File: config.mk
export PLATFORM = sky130hd
export DESIGN_NAME = floating_point_add
export DESIGN_NICKNAME = d
export VERILOG_FILES = /design/src/rtl/fp_add_pkg.sv /design/src/rtl/fp_add_lzc.sv /design/src/rtl/floating_point_add.sv
export SDC_FILE = /design/constraint.sdc
export NUM_CORES = 1
export LEC_CHECK = 0
export CAP_MARGIN = 40
export CORE_MARGIN = 2
export CORE_UTILIZATION = 67
export CTS_CLUSTER_DIAMETER = 50
export DETAILED_ROUTE_END_ITERATION = 6
export GPL_TIMING_DRIVEN = 1
export PLACE_DENSITY_LB_ADDON = 0.3
export SYNTH_ARGS = -nofsm -noshare
export SYNTH_HDL_FRONTEND = slang
export SYNTH_SLANG_ARGS = --single-unit
File: constraint.sdc
create_clock -name clk -period 45.2 [get_ports clk]
set_input_delay 9.04 -clock clk [delete_from_list [all_inputs] [get_ports clk]]
set_output_delay 9.04 -clock clk [all_outputs]
set_load 0.005 [all_outputs]
File: src/rtl/fp_add_pkg.sv
// fp_add_pkg: binary16 field widths, special encodings and field struct shared by the adder
package fp_add_pkg;
  localparam int EXP_W = 5;
  localparam int MAN_W = 10;
  localparam int BIAS = 15;
  localparam int EXP_MAX = 31;
  localparam logic [15:0] QNAN = 16'h7E00;
  localparam logic [15:0] POS_INF = 16'h7C00;
  localparam logic [15:0] NEG_INF = 16'hFC00;
  typedef struct packed {
    logic sign;
    logic [EXP_W-1:0] exp;
    logic [MAN_W-1:0] man;
  } fp16_t;
endpackage

File: src/rtl/fp_add_lzc.sv
// fp_lzc: leading-zero count of a 14-bit significand (v in, lz out, 14 when v is zero)
module fp_lzc (
  input  logic [13:0] v,
  output logic [3:0]  lz
);
  always_comb begin
    lz = 4'd14;
    for (int i = 0; i < 14; i++) if (v[i]) lz = 4'(13 - i);
  end
endmodule

File: src/rtl/floating_point_add.sv
// floating_point_add: 1-cycle RNE binary16 adder (clk, rst; s_axis_a/b tvalid+tdata in; m_axis_result tvalid+tdata out); FP_ADD_SUBNORMAL_EN enables gradual underflow, otherwise subnormals flush to zero
module floating_point_add
  import fp_add_pkg::*;
(
  input  logic        clk,
  input  logic        rst,
  input  logic        s_axis_a_tvalid,
  input  logic [15:0] s_axis_a_tdata,
  input  logic        s_axis_b_tvalid,
  input  logic [15:0] s_axis_b_tdata,
  output logic        m_axis_result_tvalid,
  output logic [15:0] m_axis_result_tdata
);
  fp16_t a, b;
  logic a_nan, b_nan, a_inf, b_inf, nan, inf, a_big, sub, sl, up, hid, tiny;
  logic [EXP_W-1:0] ea, eb, el, es, d;
  logic [MAN_W:0] ma, mb, ml, ms;
  logic [23:0] wide;
  logic [13:0] xl, xs, v, vn;
  logic [14:0] sum;
  logic [3:0] lz;
  logic [6:0] en, sh, eo, ef;
  logic [11:0] mr;
  logic [15:0] res;
  assign a = s_axis_a_tdata;
  assign b = s_axis_b_tdata;
  assign a_nan = &a.exp & |a.man;
  assign b_nan = &b.exp & |b.man;
  assign a_inf = &a.exp & ~|a.man;
  assign b_inf = &b.exp & ~|b.man;
  assign nan = a_nan | b_nan | (a_inf & b_inf & (a.sign ^ b.sign));
  assign inf = a_inf | b_inf;
  assign ea = |a.exp ? a.exp : 5'd1;
  assign eb = |b.exp ? b.exp : 5'd1;
`ifdef FP_ADD_SUBNORMAL_EN
  assign ma = {|a.exp, a.man};
  assign mb = {|b.exp, b.man};
  assign tiny = 1'b0;
`else
  assign ma = |a.exp ? {1'b1, a.man} : '0;
  assign mb = |b.exp ? {1'b1, b.man} : '0;
  assign tiny = ~hid;
`endif
  assign a_big = {ea, ma} >= {eb, mb};
  assign el = a_big ? ea : eb;
  assign es = a_big ? eb : ea;
  assign ml = a_big ? ma : mb;
  assign ms = a_big ? mb : ma;
  assign sl = a_big ? a.sign : b.sign;
  assign sub = a.sign ^ b.sign;
  assign d = el - es;
  // 11-bit significand + guard/round/sticky; the far operand survives only as sticky
  assign wide = {ms, 13'b0} >> d;
  assign xs = d >= 5'd13 ? {13'b0, |ms} : {wide[23:11], |wide[10:0]};
  assign xl = {ml, 3'b0};
  assign sum = sub ? {1'b0, xl} - {1'b0, xs} : {1'b0, xl} + {1'b0, xs};
  assign v = sum[14] ? {sum[14:2], |sum[1:0]} : sum[13:0];
  assign en = {2'b0, el} + {6'b0, sum[14]};
  fp_lzc u_lzc (.v(v), .lz(lz));
  // stop the left shift at exponent 1 so results below 2^-14 land in subnormal form
  assign sh = {3'b0, lz} <= en - 7'd1 ? {3'b0, lz} : en - 7'd1;
  assign eo = en - sh;
  assign vn = v << sh;
  assign up = vn[2] & (|vn[1:0] | vn[3]);
  assign mr = {1'b0, vn[13:3]} + {11'b0, up};
  assign hid = mr[11] | mr[10];
  assign ef = eo + {6'b0, mr[11]};
  assign res = nan ? QNAN
             : inf ? ((a_inf ? a.sign : b.sign) ? NEG_INF : POS_INF)
             : ~|v ? {a.sign & b.sign, 15'b0}
             : ef >= 7'(EXP_MAX) ? (sl ? NEG_INF : POS_INF)
             : tiny ? {sl, 15'b0}
             : {sl, hid ? ef[4:0] : 5'b0, mr[9:0]};
  always_ff @(posedge clk) begin
    if (rst) begin
      m_axis_result_tvalid <= 1'b0;
      m_axis_result_tdata <= 16'h0000;
    end else begin
      m_axis_result_tvalid <= s_axis_a_tvalid & s_axis_b_tvalid;
      if (s_axis_a_tvalid & s_axis_b_tvalid) m_axis_result_tdata <= res;
    end
  end
endmodule

==> results by group <==
Run status
  • Outcome: complete, no violations

Place
  • GP Congestion: 1.03
  • Hpwl dp: ~18000 um
  • Port bufs: 52
  • Dpl cells: 1201

Yosys
  • Yosys warns: 0
  • Gate Count Post-Synth: between 1000 and 1500
  • Post-synth EDFFs: 0
  • Ys async rst share: 0%
  • Mean Syn Cell Area: 6.75 um2
  • Top post-synthesis cells by area: ha_1 10%, nand2_1 6.4%, mux2i_1 5.7%
  • Mapped Area: 7210 um2
  • Flops & latches, synth: 17
  • Seq/Total Area, Yosys: roughly 4.7%
  • Synth Flop Type: dfxtp_1
  • Syn_nets: roughly 1200
  • Post-synth top area share: 10.2%
  • Yosys cell types: just over 100
  • Cell taking the most area after synthesis: ha_1

Setup path
  • Slowest stage delay, CP: between 0.6 and 0.7 ns
  • RR Endpoint: m_axis_result_tdata[9]
  • Worst path required time: about 45 ns
  • WP data arrival: 26.07 ns
  • Cell mode on critical path: a21oi_1
  • CP max stage cell: xor2_1
  • Kind of critical path: in -> reg
  • Type of origin of the critical path: input pin
  • CP max FO: 50
  • RR Startpoint: m_axis_result_tdata[9]
  • Crit end category: flop
  • R2R Setup Slk: 44.45 ns
  • R2R depth: 4

GRT
  • Vias in the first global route: about 7600
  • Overall Global Routing Usage: between 30 and 40%
  • First-pass GRT wire length: ~37000 um
  • Gr ovfl total: 0
  • Largest net degree at the start of global routing: 51
  • Initial antenna violation count: 0

Timing
  • Final setup fails: 0
  • RSZ-0062 raised after global routing: no
  • Fin crit period: 25.91 ns
  • Fin crit share: approximately 57%
  • Worst-margin pin slew: between 0.9 and 1 ns
  • Slew Viols, Final: 0
  • Setup_tns: 0 ns
  • Max Clk Rate: between 30 and 40 MHz
  • Clock skew: 0 ns
  • Max-slew headroom: approximately 39%
  • Final Hold Viols: 0

Finish
  • Post-Layout Cell Count: roughly 1200
  • Area delta synth->final: 7.20%
  • Layout cells sized above 1: 7.39%
  • Final net count: ~1200
  • N_diodes: 0
  • Filler instances: approximately 860

Clock tree
  • Num CTS Buffers: 3
  • CTS tree: built
  • Root Driver: clkbuf_8
  • Cts hold-fix bufs: 0
  • Clock tree sinks: 17
  • Worst skew pair latency: roughly 0.25 ns
  • CTS max path bufs: 2
  • Post_cts resized: 0
  • H-Tree Depth: 1
  • Reg clk slew, reported paths: ~0.07 ns
  • Post-CTS Setup Bufs: 0

Detailed routing
  • Initial DRC Count: 1015
  • Total Wirelength: ~23000 um
  • Antenna-violating nets left: 0
  • Routed length per instance: approximately 19 um
  • Via density: 7.06
  • Drt first pass iters: 7
  • Residual DRC: 0
  • Total number of vias: between 8000 and 9000

Job
  • Max Cap Viol: 0

Floorplan
  • DIE AREA: ~12000 um2
  • Die width: between 100 and 150 um
  • Initial Utilization: 69.5%
  • Core box area: around 10000 um2
  • Site row count: 37
  • Io pins: between 50 and 60
  • Die Span Y: 108 um

Power
  • Worst vdd ir: roughly 0.052 mV
  • Lkg Pwr: between 3 and 4 nW
  • PD cells: approximately 66 nW/um2

Hold path
  • Worst hold start: m_axis_result_tdata[7]
  • Hold path depth: 2
  • Worst Hold End: m_axis_result_tdata[7]
  • Hold Crit Class: reg -> reg
[cells in the final DEF (no fill, tap or decap), drive strengths merged, types with 22 or more instances in the layout]
cell type and instances:
and2 23, inv 57, nand2 122, nor3 32, a21oi 73, ha 59
nor2 99, a21o 22, mux2i 41, nand3 35, o21ai 87, clkdlybuf4s50 52
[worst max-delay path, delay by kind of cell]
family                     cells  cell delay (ns)
muxes                          2             0.62
buffers and inverters          8             1.60
xor gates and xnor gates       2             0.83
AOI/OAI and AO/OA             30             7.12
adders and majority gates      7             2.09
and+or+nand+nor               18             4.77
[per-stage QoR]
| step | hold WS (ns) | instance area, um2 | util, % | worst slack [ns] | total power, mW |
|---|---|---|---|---|---|
| after CTS | 0.453 | 7730 | 74.5 | 19.69 | 0.493 |
| after detailed placement | 0.444 | 7680 | 74.0 | 19.49 | 0.477 |
| final | 0.452 | 7730 | 74.5 | 19.29 | 0.514 |
| after global routing | 0.487 | 7730 | 74.5 | 17.81 | 0.551 |
| after floorplan | 0.442 | 7210 | - | 22.59 | 0.376 |
| after global placement | 0.436 | 7660 | 73.9 | 20.00 | 0.473 |
[kinds of logic (layout without fill, tap and decap cells)]
| family | count (synthesis) | after routing | share of synthesized area [%] |
|---|---|---|---|
| AOI/OAI and AO/OA | 358 | 358 | 36.3 |
| xor gates and xnor gates | 26 | 26 | 3.26 |
| adders and majority gates | 61 | 61 | 10.8 |
| buffers and inverters | 118 | 120 | 6.72 |
| DFF | 17 | 17 | 4.72 |
| muxes | 57 | 57 | 8.51 |
| and+or+nand+nor | 430 | 430 | 29.7 |
[worst max path at each step]
stage,from,end,slack [ns]
after floorplan,s_axis_a_tdata[11],m_axis_result_tdata[0],22.59
after global placement,s_axis_a_tdata[13],m_axis_result_tdata[4],20.00
after detailed placement,s_axis_a_tdata[13],m_axis_result_tdata[0],19.49
after CTS,s_axis_a_tdata[13],m_axis_result_tdata[0],19.69
after global routing,s_axis_a_tdata[13],m_axis_result_tdata[0],17.81
final,s_axis_a_tdata[13],m_axis_result_tdata[0],19.29
[where the power goes]
group	switching [mW]	internal (mW)
Sequential	0.00163	0.0178
Clock	0.00549	0.00620
Combinational	0.309	0.174
[layout make-up]
cell class                      instances  area, um2  share of cell area (%)
Multi-Input combinational cell        932       6380                    82.6
Timing Repair Buffer                   59        571                    7.38
Clock buffer                            3       41.3                   0.534
Inverter                               57        214                    2.77
Clock inverter                          1       7.51                  0.0972
Sequential cell                        17        340                    4.40
Tap cell                              136        170                    2.20
[registers in the layout, indices dropped and copies added, names as in the netlist]
register	flops
m_axis_result_tdata	16
m_axis_result_tvalid	1
[synthesized netlist by cell type (8+ instances only)]
cell and n:
a211o_1 9, a211oi_1 18, a21o_1 22, a21oi_1 69, a31oi_1 12, and2_1 22
and3_1 20, buf_2 18, clkbuf_1 35, dfxtp_1 17, ha_1 59, inv_1 52
mux2_2 12, mux2i_1 41, nand2_1 122, nand2b_1 17, nand3_1 34, nand4_1 19
nor2_1 95, nor2b_1 8, nor3_1 30, nor4_1 9, o2111ai_1 8, o211ai_1 19
o21a_1 8, o21ai_0 78, o31ai_1 11, or2_2 13, or3_1 11, xnor2_1 16
xor2_1 9
[per-layer routing]
layer	vias up	GRT usage, %	part of all wire, %
met5	-	0	0
met4	0	10.3	2.7
met3	70	7.32	11
met2	550	59.2	42
met1	3899	55.2	44
li1	3992	-	-
No activity file was read; power rests on OpenSTA's default activity.
